--- config.mk ---
export PLATFORM = sky130hd
export DESIGN_NAME = video_pattern_gen
export DESIGN_NICKNAME = d
export VERILOG_FILES = /design/src/rtl/video_pattern_gen.sv
export SDC_FILE = /design/constraint.sdc
export NUM_CORES = 1
export LEC_CHECK = 0
export ABC_AREA = 1
export BUFFER_PORTS_ARGS = -buffer_cell sky130_fd_sc_hd__buf_4
export CORE_UTILIZATION = 60
export CTS_CLUSTER_SIZE = 28
export DETAILED_ROUTE_END_ITERATION = 7
export PLACE_DENSITY_LB_ADDON = 0.08
export SETUP_SLACK_MARGIN = 0.4
export SLEW_MARGIN = 25
export SYNTH_ARGS = -nofsm -noshare
export SYNTH_HDL_FRONTEND = slang
export SYNTH_SLANG_ARGS = --single-unit
--- constraint.sdc ---
create_clock -name Clock -period 4.9 [get_ports Clock]
set_clock_uncertainty 0.1 [all_clocks]
set_input_delay 0.98 -clock Clock [delete_from_list [all_inputs] [get_ports Clock]]
set_output_delay 0.98 -clock Clock [all_outputs]
set_load 0.02 [all_outputs]
--- src/rtl/video_pattern_gen.sv ---
// video_pattern_gen
//   Test-pattern pixel source for a 24-bit ready/valid video sink. It walks a
//   Width x Height raster, one pixel per accepted transfer. Mode and Color are
//   latched only at frame start, so changes made mid-frame do not tear the
//   image.
//
// Handshake: a transfer happens on a rising Clock edge where VideoValid and
//   VideoReady are both high. While VideoValid is high and VideoReady is low,
//   Video, VideoValid and all internal state hold.
//
// Ports:
//   Clock       in   pixel clock
//   Reset       in   asynchronous, active-high reset
//   Enable      in   run request; sampled only at frame boundaries
//   Mode[2:0]   in   pattern select; sampled at frame start
//   Color[23:0] in   solid colour {R,G,B}; sampled at frame start
//   Video[23:0] out  pixel {R[23:16],G[15:8],B[7:0]}
//   VideoValid  out  Video holds a valid pixel
//   VideoReady  in   sink accepts the pixel this cycle
//   FrameDone   out  one-cycle pulse after the last pixel of a frame is accepted
//   Busy        out  high in the RUN state
//   dbg_state   out  FSM state (0 = IDLE, 1 = RUN)
//
// Optional feature (macro VIDEO_PATTERN_GEN_OVERLAY_EN): when defined, the
//   outline and the centre cross are forced to white in every mode.
module video_pattern_gen #(
    parameter int Width       = 800,
    parameter int Height      = 600,
    parameter int CheckerLog2 = 5
) (
    input  logic        Clock,
    input  logic        Reset,
    input  logic        Enable,
    input  logic [2:0]  Mode,
    input  logic [23:0] Color,
    output logic [23:0] Video,
    output logic        VideoValid,
    input  logic        VideoReady,
    output logic        FrameDone,
    output logic        Busy,
    output logic        dbg_state
);

    localparam int XW = (Width  > 1) ? $clog2(Width)  : 1;
    localparam int YW = (Height > 1) ? $clog2(Height) : 1;

    localparam logic [XW-1:0] X_LAST = XW'(Width - 1);
    localparam logic [YW-1:0] Y_LAST = YW'(Height - 1);
    localparam logic [31:0]   BAR_W  = 32'(Width / 8);

    typedef enum logic [0:0] {
        IDLE = 1'b0,
        RUN  = 1'b1
    } state_t;

    state_t        state_q, state_d;
    logic [XW-1:0] x_q, x_d;
    logic [YW-1:0] y_q, y_d;
    logic [7:0]    frame_cnt_q, frame_cnt_d;
    logic [2:0]    mode_q, mode_d;
    logic [23:0]   color_q, color_d;
    logic [23:0]   video_q, video_d;
    logic          valid_q, valid_d;
    logic          frame_done_q, frame_done_d;

    logic          xfer;
    logic          last_pixel;

    function automatic logic [23:0] bar_color(input logic [2:0] idx);
        logic [23:0] c;
        case (idx)
            3'd0:    c = 24'hFFFFFF;
            3'd1:    c = 24'hFFFF00;
            3'd2:    c = 24'h00FFFF;
            3'd3:    c = 24'h00FF00;
            3'd4:    c = 24'hFF00FF;
            3'd5:    c = 24'hFF0000;
            3'd6:    c = 24'h0000FF;
            default: c = 24'h000000;
        endcase
        return c;
    endfunction

    // Pixel value for coordinate (x,y) under the given mode/colour/frame count.
    function automatic logic [23:0] pattern_pixel(
        input logic [XW-1:0] x,
        input logic [YW-1:0] y,
        input logic [2:0]    mode,
        input logic [23:0]   color,
        input logic [7:0]    fcnt
    );
        logic [31:0] xe;
        logic [31:0] ye;
        logic [31:0] xs;
        logic [31:0] bar;
        logic        chk;
        logic        chk_scroll;
        logic [23:0] pix;
        xe  = 32'(x);
        ye  = 32'(y);
        xs  = xe + 32'(fcnt);
        // The last bar absorbs any remainder when Width is not a multiple of 8.
        bar = xe / BAR_W;
        if (bar > 32'd7) begin
            bar = 32'd7;
        end
        chk        = (((xe ^ ye) >> CheckerLog2) & 32'd1) != 32'd0;
        chk_scroll = (((xs ^ ye) >> CheckerLog2) & 32'd1) != 32'd0;
        case (mode)
            3'd0:    pix = color;
            3'd1:    pix = bar_color(bar[2:0]);
            3'd2:    pix = chk ? 24'hFFFFFF : 24'h000000;
            3'd3:    pix = {xe[7:0], xe[7:0], xe[7:0]};
            3'd4:    pix = {ye[7:0], ye[7:0], ye[7:0]};
            3'd5:    pix = chk_scroll ? 24'hFFFFFF : 24'h000000;
            default: pix = 24'h000000;
        endcase
`ifdef VIDEO_PATTERN_GEN_OVERLAY_EN
        if ((xe == 32'd0) || (xe == 32'(Width - 1)) || (xe == 32'(Width / 2)) ||
            (ye == 32'd0) || (ye == 32'(Height - 1)) || (ye == 32'(Height / 2))) begin
            pix = 24'hFFFFFF;
        end
`endif
        return pix;
    endfunction

    assign xfer       = valid_q && VideoReady;
    assign last_pixel = (x_q == X_LAST) && (y_q == Y_LAST);

    always_comb begin
        state_d      = state_q;
        x_d          = x_q;
        y_d          = y_q;
        frame_cnt_d  = frame_cnt_q;
        mode_d       = mode_q;
        color_d      = color_q;
        video_d      = video_q;
        valid_d      = valid_q;
        frame_done_d = 1'b0;

        case (state_q)
            IDLE: begin
                valid_d = 1'b0;
                if (Enable) begin
                    mode_d  = Mode;
                    color_d = Color;
                    x_d     = '0;
                    y_d     = '0;
                    state_d = RUN;
                end
            end
            RUN: begin
                if (!valid_q) begin
                    // First cycle after leaving IDLE: present pixel (0,0).
                    valid_d = 1'b1;
                    video_d = pattern_pixel(x_q, y_q, mode_q, color_q, frame_cnt_q);
                end else if (xfer) begin
                    if (last_pixel) begin
                        frame_done_d = 1'b1;
                        frame_cnt_d  = frame_cnt_q + 8'd1;
                        x_d          = '0;
                        y_d          = '0;
                        if (Enable) begin
                            // Back-to-back frame: the new frame's settings apply
                            // to its very first pixel, so use the inputs directly.
                            mode_d  = Mode;
                            color_d = Color;
                            video_d = pattern_pixel('0, '0, Mode, Color, frame_cnt_q + 8'd1);
                        end else begin
                            state_d = IDLE;
                            valid_d = 1'b0;
                        end
                    end else begin
                        if (x_q == X_LAST) begin
                            x_d = '0;
                            y_d = y_q + YW'(1);
                        end else begin
                            x_d = x_q + XW'(1);
                        end
                        video_d = pattern_pixel(x_d, y_d, mode_q, color_q, frame_cnt_q);
                    end
                end
            end
            default: begin
                state_d = IDLE;
                valid_d = 1'b0;
            end
        endcase
    end

    always_ff @(posedge Clock or posedge Reset) begin
        if (Reset) begin
            state_q      <= IDLE;
            x_q          <= '0;
            y_q          <= '0;
            frame_cnt_q  <= '0;
            mode_q       <= '0;
            color_q      <= '0;
            video_q      <= '0;
            valid_q      <= 1'b0;
            frame_done_q <= 1'b0;
        end else begin
            state_q      <= state_d;
            x_q          <= x_d;
            y_q          <= y_d;
            frame_cnt_q  <= frame_cnt_d;
            mode_q       <= mode_d;
            color_q      <= color_d;
            video_q      <= video_d;
            valid_q      <= valid_d;
            frame_done_q <= frame_done_d;
        end
    end

    assign Video      = video_q;
    assign VideoValid = valid_q;
    assign FrameDone  = frame_done_q;
    assign Busy       = (state_q == RUN);
    assign dbg_state  = state_q;

endmodule

==> reports/results.tsv, run 1 <==
stage	metric	value	unit
run_status	status	finished, violations left	
run_status	failing checks	design-rule violations	
setup_path	slowest stage delay, CP	660	ps
min_path	Hold WC Path Type	flop to flop	
clock_tree	clock sinks	80	
timing	final setup violation count	0	
clock_tree	post-cts resize count	0	
power	sequential fraction of design power	0.341	
finish	n_diodes	0	
placement	final RePlAce weighted congestion	0.960	
timing	fmax	0.245	GHz
synth	average instance area after synthesis	7.03	um^2
timing	setup TNS	0	ps
setup_path	R2R setup slack	810	ps
detailed_routing	drt total wl	18900	um
timing	fin crit period	4090	ps
floorplanning	Initial Util	0.629	
clock_tree	H-tree depth	3	
timing	pins over their slew limit	0	
setup_path	Crit path buffers/inverters	2	
job	total of max-cap violations	0	
setup_path	CP Launch Type	flop	
timing	Rel. slew slack	0.503	
floorplanning	Die ar.	0.0108	mm^2
clock_tree	CTS max path bufs	2	
clock_tree	Worst-Skew Late Latency	360	ps
synth	ys flop type	dfrtp_1	
timing	final hold vios	0	
setup_path	crit path kind	flop to flop	
setup_path	Critical Path RT	5080	ps
synth	mapped cell area	0.00623	mm^2
floorplanning	Die X	104	um
timing	Slew @ Worst Pin	745	ps
timing	RSZ-0062 raised after global routing	no	
min_path	Hold Crit Endpoint	Video[12]$_DFFE_PP0P_	
setup_path	Critical Path Fanout Max	12	
setup_path	Worst Reg-to-Reg Cells	20	
synth	post-synthesis sequential area ratio	0.321	
synth	Synth Warn #	0	
clock_tree	TritonCTS clock tree	done	
placement	count of input and output buffers	58	
timing	Final Cycle Share	0.834	
grt	vias in the first global route	6114	
finish	P&R area growth vs syn	11.7	%
synth	Async SR Flop Fraction	1.00	
detailed_routing	Vias	6448	
power	Comb pwr share	0.483	
detailed_routing	drt drc	4	
grt	GRT Overall Usage	0.357	
synth	Post-synth EDFFs	0	
power	switching power	0.00114	W
clock_tree	postcts setup bufs	0	
grt	initial antenna violation count	0	
synth	Synth Instances	886	
power	leakage	3.63	nW
detailed_routing	TritonRoute pass-1 iters	8	
clock_tree	number of CTS-inserted buffers	9	
power	Clock power frac	0.176	
synth	unique cell type count in the Yosys netlist	48	
setup_path	critical path's top delay family	simple AND/OR/NAND/NOR gates	
setup_path	critical path cell sequence	inv_1 -> nand2_2 -> inv_2 -> nand3_4 -> nand3_2 -> a21oi_1 -> ha_1 -> nand3_1 -> nand2_2 -> a21oi_4 -> nand3_4 -> nand2_1 -> nand4_1 -> nand2_2 -> nand4_1 -> nand2_1 -> o21ai_0 -> o21ai_0 -> nand2_1 -> a2bb2oi_1	
clock_tree	Clock transition at path regs	90	ps
power	Max VDD drop	0.216	mV
setup_path	RR Startpoint	x_q[5]$_DFFE_PP0P_	
setup_path	Worst R2R End	Video[16]$_DFFE_PP0P_	
detailed_routing	drt via density	6.00	
finish	layout cell share with drive strength beyond 1	0.194	
finish	nets	982	
detailed_routing	Final ANT Viol Nets	0	
min_path	min-delay src	Video[12]$_DFFE_PP0P_	
power	Pint	0.00135	W
clock_tree	root buffer cell	clkbuf_8	
placement	hpwl dp	14100	um
power	Sw Share	0.459	
floorplanning	core area	0.00991	mm^2
detailed_routing	Routed WL per cell	17.6	um
min_path	Hold Path Stages	2	
setup_path	critical path data arrival time	4260	ps
synth	#FFs+latches synth	80	
setup_path	Worst setup EP type	flop	
grt	global route overflow	0	
grt	pin count of the biggest net entering global routing	54	
finish	Fill cells	851	
detailed_routing	Iter 0 DRT Violations	836	
grt	first-pass GRT wire length	30700	um
finish	final core utilization	0.703	
setup_path	CP max-delay cell	dfrtp_1	
clock_tree	cts hold-fix bufs	0	
floorplanning	Top Ports	59	
power	PwrDens	357	mW/mm^2
floorplanning	die height	104	um
floorplanning	std cell rows	36	
synth	Post-Syn Nets	931	
## synthesized netlist by cell type, types with 2 or more instances
master / instances / area [um^2]
nand3_2: 9 / 90.1
nand2_4: 3 / 33.8
nor3_1: 11 / 55.1
buf_1: 2 / 7.51
mux2_2: 16 / 180
nand3_4: 4 / 70.1
inv_2: 12 / 45.0
o22ai_1: 20 / 125
o21ai_1: 17 / 85.1
ha_1: 14 / 175
or2_2: 8 / 50.1
nand2_1: 236 / 886
a21oi_1: 60 / 300
o21ai_0: 39 / 195
a21boi_1: 2 / 15.0
nor2_4: 5 / 56.3
nor2_1: 76 / 285
nand3b_1: 2 / 15.0
nand4_2: 2 / 25.0
nor2_2: 9 / 56.3
nand2_2: 14 / 87.6
clkbuf_1: 17 / 63.8
o211ai_2: 6 / 75.1
buf_4: 2 / 15.0
o221ai_1: 4 / 35.0
nand4_1: 10 / 62.6
a21oi_2: 9 / 78.8
inv_1: 96 / 360
a2bb2oi_1: 12 / 105
dfrtp_1: 80 / 2000
buf_2: 4 / 20.0
clkinv_1: 4 / 15.0
nand3_1: 42 / 210
nor4_1: 2 / 12.5
xor2_1: 19 / 166
o21a_1: 2 / 15.0
xnor2_1: 4 / 35.0
a31oi_1: 2 / 12.5
## worst max-delay path by stage
| stage | from | endpoint | slack [ps] | depth (start not counted) |
|---|---|---|---|---|
| global route | x_q[5]$_DFFE_PP0P_ | Video[16]$_DFFE_PP0P_ | 560 | 22 |
| floorplan | x_q[0]$_DFFE_PP0P_ | Video[4]$_DFFE_PP0P_ | 1730 | 26 |
| global placement | x_q[5]$_DFFE_PP0P_ | Video[16]$_DFFE_PP0P_ | 1060 | 20 |
| detailed placement | x_q[5]$_DFFE_PP0P_ | Video[16]$_DFFE_PP0P_ | 980 | 20 |
| CTS | x_q[5]$_DFFE_PP0P_ | Video[16]$_DFFE_PP0P_ | 950 | 20 |
| finish | x_q[5]$_DFFE_PP0P_ | Video[16]$_DFFE_PP0P_ | 810 | 20 |
## sequential cells by signal, indices dropped and copies added, names as in the netlist
name,flops
Busy,1
FrameDone,1
Video,24
VideoValid,1
color_q,24
frame_cnt_q,6
mode_q,3
x_q,10
y_q,10
## worst reg2reg max path, cell delays in order (launching register included)
cell	delay (ps)
dfrtp_1	660
inv_1	250
nand2_2	150
inv_2	60
nand3_4	170
nand3_2	240
a21oi_1	210
ha_1	240
nand3_1	100
nand2_2	80
a21oi_4	150
nand3_4	130
nand2_1	110
nand4_1	120
nand2_2	140
nand4_1	430
nand2_1	170
o21ai_0	130
o21ai_0	130
nand2_1	80
a2bb2oi_1	160
## placed cells by master, fill, tap and decap left out, types with 5 or more instances in the layout
cell       count
o211ai_2       6
nor2_2         9
o21ai_1       17
nand2_1      236
o22ai_1       20
nor2_4         5
inv_1         95
nor2_1        76
xor2_1        19
inv_2         12
clkbuf_8       9
dfrtp_1       80
nand4_1       10
nor3_1        10
or2_2          8
a21oi_1       60
o21ai_0       39
ha_1          14
mux2_2        16
buf_4         65
a2bb2oi_1     12
a21oi_2        9
nand3_1       42
nand3_2        9
nand2_2       14
## per-stage QoR
stage	setup WS [ps]	total power, W	hold WS [ps]	instance area (um^2)	cells
global route	559	0.00265	420	6960	1074
CTS	952	0.00246	401	6960	1074
global placement	1060	0.00199	390	6790	1058
finish	815	0.00249	402	6960	1074
detailed placement	977	0.00202	379	6800	1059
floorplan	1730	0.00169	381	6230	886
## power groups by stage
| stage | clock [W] | combinational, W | sequential (W) |
|---|---|---|---|
| CTS | 0.000440 | 0.00117 | 0.000845 |
| global placement | 0 | 0.00114 | 0.000853 |
| finish | 0.000437 | 0.00120 | 0.000850 |
| detailed placement | 0 | 0.00117 | 0.000857 |
| floorplan | 0 | 0.000815 | 0.000872 |
| global route | 0.000470 | 0.00132 | 0.000857 |
## layout make-up
class / count / area [um^2] / share of cell area
Multi-Input combinational cell: 668 / 3710 / 0.533
Sequential cell: 80 / 2000 / 0.288
Timing Repair Buffer: 66 / 499 / 0.0717
Inverter: 112 / 423 / 0.0607
Tap cell: 133 / 166 / 0.0239
Clock buffer: 11 / 131 / 0.0189
Clock inverter: 4 / 31.3 / 0.00449
## kinds of logic after synthesis
| family | after synthesis | synth area share |
|---|---|---|
| AND/OR/NAND/NOR | 436 | 0.325 |
| AO/OA/AOI/OAI | 178 | 0.175 |
| XOR/XNOR | 24 | 0.0349 |
| multiplexers | 16 | 0.0289 |
| buffers and inverters | 138 | 0.0864 |
| adder cells (fa/ha/maj) | 14 | 0.0281 |
| flip-flops | 80 | 0.321 |
## per-layer routing
layer / global-route usage / wire length, um
met1: 0.505 / 8230
met2: 0.565 / 8500
met3: 0.0627 / 1800
met4: 0.0980 / 415
met5: 0 / 0
(Power assumes the default switching activity.)
==> run 2: changes to the inputs <==
Clock period 4.9 ns to 4.3 ns, I/O delays scaled along.
==> run 2 against run 1 <==
Compared with the run above: setup slack worse by 120 ps; sequential power is 14% higher; highest routed layer unchanged; final area is 2.3% higher; critical path type unchanged; combinational power is 18% higher; the run now ends clean.
==> reports/results.tsv, run 2 (synthesis gave the netlist of run 1 again) <==
stage	metric	value	unit	change
setup_path	RR Startpoint	x_q[1]$_DFFE_PP0P_		was x_q[5]$_DFFE_PP0P_
clock_tree	number of CTS-inserted buffers	9		unchanged
detailed_routing	drt drc	0		was 4
floorplanning	std cell rows	36		unchanged
floorplanning	Initial Util	0.629		unchanged
timing	setup TNS	0	ps	unchanged
clock_tree	H-tree depth	3		unchanged
floorplanning	core area	0.00991	mm^2	unchanged
setup_path	CP most frequent cell	nand2_2		
timing	Slew @ Worst Pin	962	ps	was 745 ps
clock_tree	Clock transition at path regs	100	ps	was 90 ps
detailed_routing	Iter 0 DRT Violations	626		was 836
power	Comb pwr share	0.474		was 0.483
grt	vias in the first global route	6004		was 6114
setup_path	Worst Setup SP	x_q[1]$_DFFE_PP0P_		was x_q[5]$_DFFE_PP0P_
power	Sw Share	0.450		was 0.459
timing	Final Cycle Share	0.838		was 0.834
finish	P&R area growth vs syn	14.3	%	was 11.7%
finish	commonest cells after routing, fill and taps aside	nand2_1, inv_1, dfrtp_1, buf_4, nor2_1		was nand2_1, inv_1, dfrtp_1
timing	pins over their slew limit	0		unchanged
setup_path	critical path's top delay family	simple AND/OR/NAND/NOR gates		unchanged
setup_path	CP Launch Type	flop		unchanged
detailed_routing	Routed WL per cell	17.3	um	was 17.6 um
power	Pint	0.00164	W	was 0.00135 W
power	Max VDD drop	0.275	mV	was 0.216 mV
placement	count of input and output buffers	58		unchanged
grt	initial antenna violation count	0		unchanged
power	sequential fraction of design power	0.324		was 0.341
min_path	Hold WC Path Type	flop to flop		unchanged
clock_tree	root buffer cell	clkbuf_8		unchanged
finish	n_diodes	0		unchanged
timing	RSZ-0062 raised after global routing	no		unchanged
timing	final worst slack	699	ps	was 815 ps
timing	final hold vios	0		unchanged
run_status	status	completed		was finished, violations left
detailed_routing	drt total wl	18800	um	was 18900 um
setup_path	crit path kind	flop to flop		unchanged
floorplanning	die height	104	um	unchanged
clock_tree	CTS max path bufs	2		unchanged
setup_path	Stages on worst setup path	28		was 20
power	Clock power frac	0.203		was 0.176
grt	global route overflow	0		unchanged
power	switching power	0.00135	W	was 0.00114 W
timing	fmax	0.278	GHz	was 0.245 GHz
min_path	Hold Crit Endpoint	Video[12]$_DFFE_PP0P_		unchanged
clock_tree	clock sinks	80		unchanged
detailed_routing	Final ANT Viol Nets	0		unchanged
detailed_routing	TritonRoute pass-1 iters	5		was 8
timing	final setup violation count	0		unchanged
floorplanning	Die ar.	0.0108	mm^2	unchanged
setup_path	Worst R2R End	Video[2]$_DFFE_PP0P_		was Video[16]$_DFFE_PP0P_
clock_tree	Worst-Skew Late Latency	360	ps	about the same
setup_path	CP max-delay cell	dfrtp_1		unchanged
power	leakage	3.70	nW	was 3.63 nW
floorplanning	Die X	104	um	unchanged
finish	layout cell share with drive strength beyond 1	0.221		was 0.194
setup_path	slowest stage delay, CP	400	ps	was 660 ps
setup_path	Critical Path RT	4500	ps	was 5080 ps
finish	nets	992		was 982
setup_path	R2R setup slack	700	ps	was 810 ps
power	total chip power	0.00299	W	was 0.00249 W
finish	Fill cells	847		was 851
setup_path	Worst setup EP type	flop		unchanged
setup_path	Critical Path Fanout Max	8		was 12
detailed_routing	Vias	6434		was 6448
min_path	Hold Path Stages	2		unchanged
grt	GRT Overall Usage	0.355		was 0.357
placement	hpwl dp	14100	um	about the same
placement	final RePlAce weighted congestion	1.05		was 0.960
setup_path	critical path data arrival time	3800	ps	was 4260 ps
finish	commonest non-fill, non-tap cell in the layout	nand2_1		unchanged
power	PwrDens	420	mW/mm^2	was 357 mW/mm^2
min_path	min-delay src	Video[12]$_DFFE_PP0P_		unchanged
timing	fin crit period	3600	ps	was 4090 ps
timing	Rel. slew slack	0.359		was 0.503
clock_tree	TritonCTS clock tree	done		unchanged
setup_path	Worst Reg-to-Reg Cells	28		was 20
placement	Post-Place Worst Slack	407	ps	was 977 ps
grt	first-pass GRT wire length	30800	um	was 30700 um
setup_path	Crit path buffers/inverters	2		unchanged
floorplanning	Top Ports	59		unchanged
job	total of max-cap violations	0		unchanged
grt	pin count of the biggest net entering global routing	52		was 54
detailed_routing	drt via density	5.93		was 6.00
==> run 2: cell count changes in the layout (fill, tap and decap cells not counted), moves of 2 or more <==
| cell | previous run | this run |
|---|---|---|
| nor2_1 | 76 | 74 |
| nand2_2 | 14 | 18 |
| clkbuf_1 | 2 | 0 |
| nand2_1 | 236 | 231 |
| buf_4 | 65 | 76 |
| dfrtp_1 | 80 | 76 |
| inv_6 | 1 | 3 |
| dfrtp_2 | 0 | 4 |
| clkinv_4 | 2 | 0 |
| clkinvlp_4 | 0 | 2 |
| nor2_2 | 9 | 11 |
==> run 2: routing by layer <==
layer,vias to the layer above,global-route usage,part of all wire,wire [um]
met1,2971,0.513,0.43,8160
met3,66,0.0476,0.093,1740
li1,3021,-,-,-
met2,376,0.552,0.44,8270
met4,0,0.116,0.033,614
met5,-,0,0,0
==> run 2: through the flow <==
stage	util	hold slack (ps)	std cells	cell area (um^2)
5_1_grt	0.719	437	1085	7120
3_3_place_gp	0.686	386	1060	6800
6_report	0.719	416	1085	7120
2_1_floorplan	-	381	886	6230
4_1_cts	0.708	413	1077	7020
3_5_place_dp	0.686	389	1060	6800
==> run 2: layout make-up <==
| cell class | instances | area (um^2) | share of cell area |
|---|---|---|---|
| timing repair buffer | 76 | 571 | 0.0801 |
| clock buffer | 9 | 124 | 0.0174 |
| sequential | 80 | 2010 | 0.282 |
| multi-input combinational | 668 | 3750 | 0.526 |
| clock inverter | 7 | 82.6 | 0.0116 |
| tap | 133 | 166 | 0.0234 |
| inverter | 112 | 423 | 0.0594 |
==> run 2: how the worst max path moves through the flow <==
stage	end
2_1_floorplan	Video[4]$_DFFE_PP0P_
3_5_place_dp	Video[21]$_DFFE_PP0P_
6_report	Video[2]$_DFFE_PP0P_
5_1_grt	Video[2]$_DFFE_PP0P_
4_1_cts	Video[7]$_DFFE_PP0P_
3_3_place_gp	Video[16]$_DFFE_PP0P_
==> run 2: power groups by stage <==
stage	registers [W]	clock network (W)	logic [W]
finish	0.000967	0.000606	0.00142
global route	0.000976	0.000629	0.00157
CTS	0.000963	0.000603	0.00134
detailed placement	0.000977	0	0.00133
global placement	0.000975	0	0.00129
floorplan	0.000993	0	0.000928
==> run 2: repair_timing <==
item | in CTS | in global routing
hold buffers | 0 | 0
buffers inserted | 1 | 8
endpoints found under the setup margin | 2 | 16
resized for setup | 0 | 17
pin swaps | 0 | 11
==> run 2: worst register-to-register path: cells and delay by family, from the launching register on <==
kind / cells / cell delay, ps
buffers and inverters: 2 / 140
AND/OR/NAND/NOR: 21 / 2060
adder cells (fa/ha/maj): 2 / 480
AO/OA/AOI/OAI: 3 / 350
flip-flops: 1 / 400
==> run 3: changes to the inputs <==
Settings changed: CORE_UTILIZATION 60 to 55.
Clock period 4.3 ns to 3 ns, I/O delays scaled along.
==> run 3 against run 2 <==
Compared with the run above: the flow now finishes with violations (negative setup slack); count of clock-buffer cells in the layout increased by 1; non-clock buffer count increased by 94; die area increased by 8.9%; total power increased by 75%; global-route usage increased by 0.40 points; largest power group unchanged.
==> reports/results.tsv, run 3 (synthesis gave the netlist of run 1 again) <==
stage	metric	value	unit	change
floorplanning	Die X	108	um	was 104 um
setup_path	Critical Path Fanout Max	6		was 8
placement	total placed cells including tap cells	1157		was 1060
setup_path	critical path data arrival time	3690	ps	was 3800 ps
timing	RSZ-0062 raised after global routing	yes		was no
timing	pins over their slew limit	0		unchanged
setup_path	Worst R2R End	Video[6]$_DFFE_PP0P_		was Video[2]$_DFFE_PP0P_
timing	Final Cycle Share	1.18		was 0.838
detailed_routing	drt via density	5.72		was 5.93
floorplanning	die height	108	um	was 104 um
finish	Multi-input gate area	0.00406	mm^2	was 0.00375 mm^2
detailed_routing	Routed WL per cell	17.4	um	was 17.3 um
power	PwrDens	629	mW/mm^2	was 420 mW/mm^2
power	Sw Share	0.416		was 0.450
timing	fin crit period	3540	ps	was 3600 ps
clock_tree	TritonCTS clock tree	done		unchanged
finish	nets	1086		was 992
finish	commonest cells after routing, fill and taps aside	nand2_1, buf_4, inv_1		was nand2_1, inv_1, dfrtp_1, buf_4, nor2_1
setup_path	Stages on worst setup path	23		was 28
clock_tree	CTS max path bufs	2		unchanged
setup_path	critical path cell sequence	ha_4 -> nand2_4 -> nor2_4 -> buf_4 -> buf_6 -> inv_2 -> nor3_4 -> nand2_2 -> nor2_4 -> xor2_2 -> xor2_2 -> xor2_1 -> xor2_1 -> and2_1 -> inv_2 -> buf_12 -> o211ai_4 -> nor2_2 -> nand2_1 -> nand2_1 -> nand2_1 -> nand2_1 -> a21oi_2		
detailed_routing	drt drc	0		unchanged
run_status	status	finished, violations left		was completed
detailed_routing	TritonRoute pass-1 iters	8		was 5
setup_path	CP most frequent cell	nand2_1		was nand2_2
setup_path	RR Startpoint	x_q[1]$_DFFE_PP0P_		unchanged
setup_path	slowest stage delay, CP	410	ps	was 400 ps
finish	P&R area growth vs syn	33.6	%	was 14.3%
setup_path	Worst Reg-to-Reg Cells	23		was 28
grt	vias in the first global route	6658		was 6004
setup_path	crit path kind	flop to flop		unchanged
power	Pint	0.00306	W	was 0.00164 W
clock_tree	clock sinks	80		unchanged
timing	hold slack	208	ps	was 416 ps
timing	Rel. slew slack	0.443		was 0.359
timing	setup TNS	-11190	ps	was 0 ps
placement	hpwl dp	14700	um	was 14100 um
clock_tree	Worst-Skew Late Latency	360	ps	about the same
power	Clock power frac	0.231		was 0.203
setup_path	CP Launch Type	flop		unchanged
clock_tree	H-tree depth	3		unchanged
timing	Slew @ Worst Pin	833	ps	was 962 ps
grt	first-pass GRT wire length	32300	um	was 30800 um
power	sequential fraction of design power	0.259		was 0.324
grt	pin count of the biggest net entering global routing	57		was 52
detailed_routing	Iter 0 DRT Violations	694		was 626
power	Comb pwr share	0.511		was 0.474
timing	final worst slack	-543	ps	was 699 ps
finish	Fill cells	851		was 847
job	total of max-cap violations	0		unchanged
setup_path	R2R setup slack	-540	ps	was 700 ps
floorplanning	Initial Util	0.570		was 0.629
setup_path	Critical Path RT	3150	ps	was 4500 ps
grt	global routing's busiest layer	met2		unchanged
detailed_routing	Vias	6786		was 6434
grt	initial antenna violation count	0		unchanged
min_path	Hold WC Path Type	primary input to asynchronous set/reset pin		was flop to flop
finish	n_diodes	0		unchanged
setup_path	Worst Setup SP	x_q[1]$_DFFE_PP0P_		unchanged
grt	M3 GR Usage	0.0705		was 0.0476
placement	final RePlAce weighted congestion	0.911		was 1.05
floorplanning	core area	0.0109	mm^2	was 0.00991 mm^2
finish	Non-Filler Instances	1186		was 1085
clock_tree	root buffer cell	clkbuf_16		was clkbuf_8
power	switching power	0.00218	W	was 0.00135 W
floorplanning	Die ar.	0.0118	mm^2	was 0.0108 mm^2
timing	final setup violation count	24		was 0
timing	final hold vios	0		unchanged
floorplanning	Top Ports	59		unchanged
run_status	failing checks	negative setup slack		
detailed_routing	Final ANT Viol Nets	0		unchanged
grt	met2 Usage GRT	0.595		was 0.552
setup_path	critical path's top delay family	simple AND/OR/NAND/NOR gates		unchanged
floorplanning	std cell rows	38		was 36
grt	global route overflow	0		unchanged
grt	GRT Overall Usage	0.359		was 0.355
power	leakage	4.29	nW	was 3.70 nW
finish	commonest non-fill, non-tap cell in the layout	nand2_1		unchanged
grt	grt met1 use	0.463		was 0.513
power	Max VDD drop	0.516	mV	was 0.275 mV
detailed_routing	drt total wl	20600	um	was 18800 um
setup_path	CP max-delay cell	dfrtp_1		unchanged
setup_path	Setup crit end	Video[6]$_DFFE_PP0P_		was Video[2]$_DFFE_PP0P_
setup_path	Crit path buffers/inverters	5		was 2
finish	layout cell share with drive strength beyond 1	0.329		was 0.221
clock_tree	Clock transition at path regs	70	ps	was 100 ps
clock_tree	cts hold-fix bufs	0		unchanged
setup_path	Worst setup EP type	flop		unchanged
timing	fmax	0.282	GHz	was 0.278 GHz
finish	Register Area	0.00200	mm^2	was 0.00201 mm^2
placement	count of input and output buffers	58		unchanged
clock_tree	number of CTS-inserted buffers	9		unchanged
==> run 3: repair_timing <==
item / 4_1_cts / 5_1_grt
pin swaps: 5 / 35
endpoints found under the setup margin: 40 / 53
setup buffers: 8 / 5
gates resized for setup: 20 / 54
==> run 3: stage by stage <==
step	total power (W)	util	instance area, um^2	setup slack, ps
5_1_grt	0.00552	0.761	8320	-688
2_1_floorplan	0.00279	-	6270	-134
3_3_place_gp	0.00375	0.693	7580	-234
3_5_place_dp	0.00382	0.693	7580	-359
4_1_cts	0.00509	0.737	8060	-392
6_report	0.00524	0.761	8320	-543
==> run 3: final cells by class <==
cell class	instances	area share
multi-input combinational	668	0.488
clock inverter	6	0.00902
tap	140	0.0210
timing repair buffer	170	0.162
inverter	112	0.0510
sequential	80	0.240
clock buffer	10	0.0287
==> run 3: worst min path at each step <==
stage	startpoint	endpoint	slack [ps]	cells past startpoint
after floorplan	color_q[10]$_DFFE_PP0P_	color_q[10]$_DFFE_PP0P_	380	1
after global placement	Video[20]$_DFFE_PP0P_	Video[20]$_DFFE_PP0P_	380	2
after detailed placement	Video[12]$_DFFE_PP0P_	Video[12]$_DFFE_PP0P_	380	2
after CTS	Reset	Busy$_DFF_PP0_	230	2
after global routing	Reset	Busy$_DFF_PP0_	250	2
final	Reset	Busy$_DFF_PP0_	210	2
==> run 3: routing by layer <==
metal,vias to the layer above,routed length (um)
li1,3227,-
met1,3211,8660
met2,299,9960
met3,49,1520
met4,0,501
met5,-,0
==> run 3: power groups by stage <==
| stage | clock (W) | combinational, W | sequential, W |
|---|---|---|---|
| final | 0.00121 | 0.00267 | 0.00136 |
| after global routing | 0.00125 | 0.00290 | 0.00137 |
| after CTS | 0.00120 | 0.00255 | 0.00134 |
| after detailed placement | 0 | 0.00246 | 0.00136 |
| after global placement | 0 | 0.00240 | 0.00135 |
| after floorplan | 0 | 0.00136 | 0.00143 |
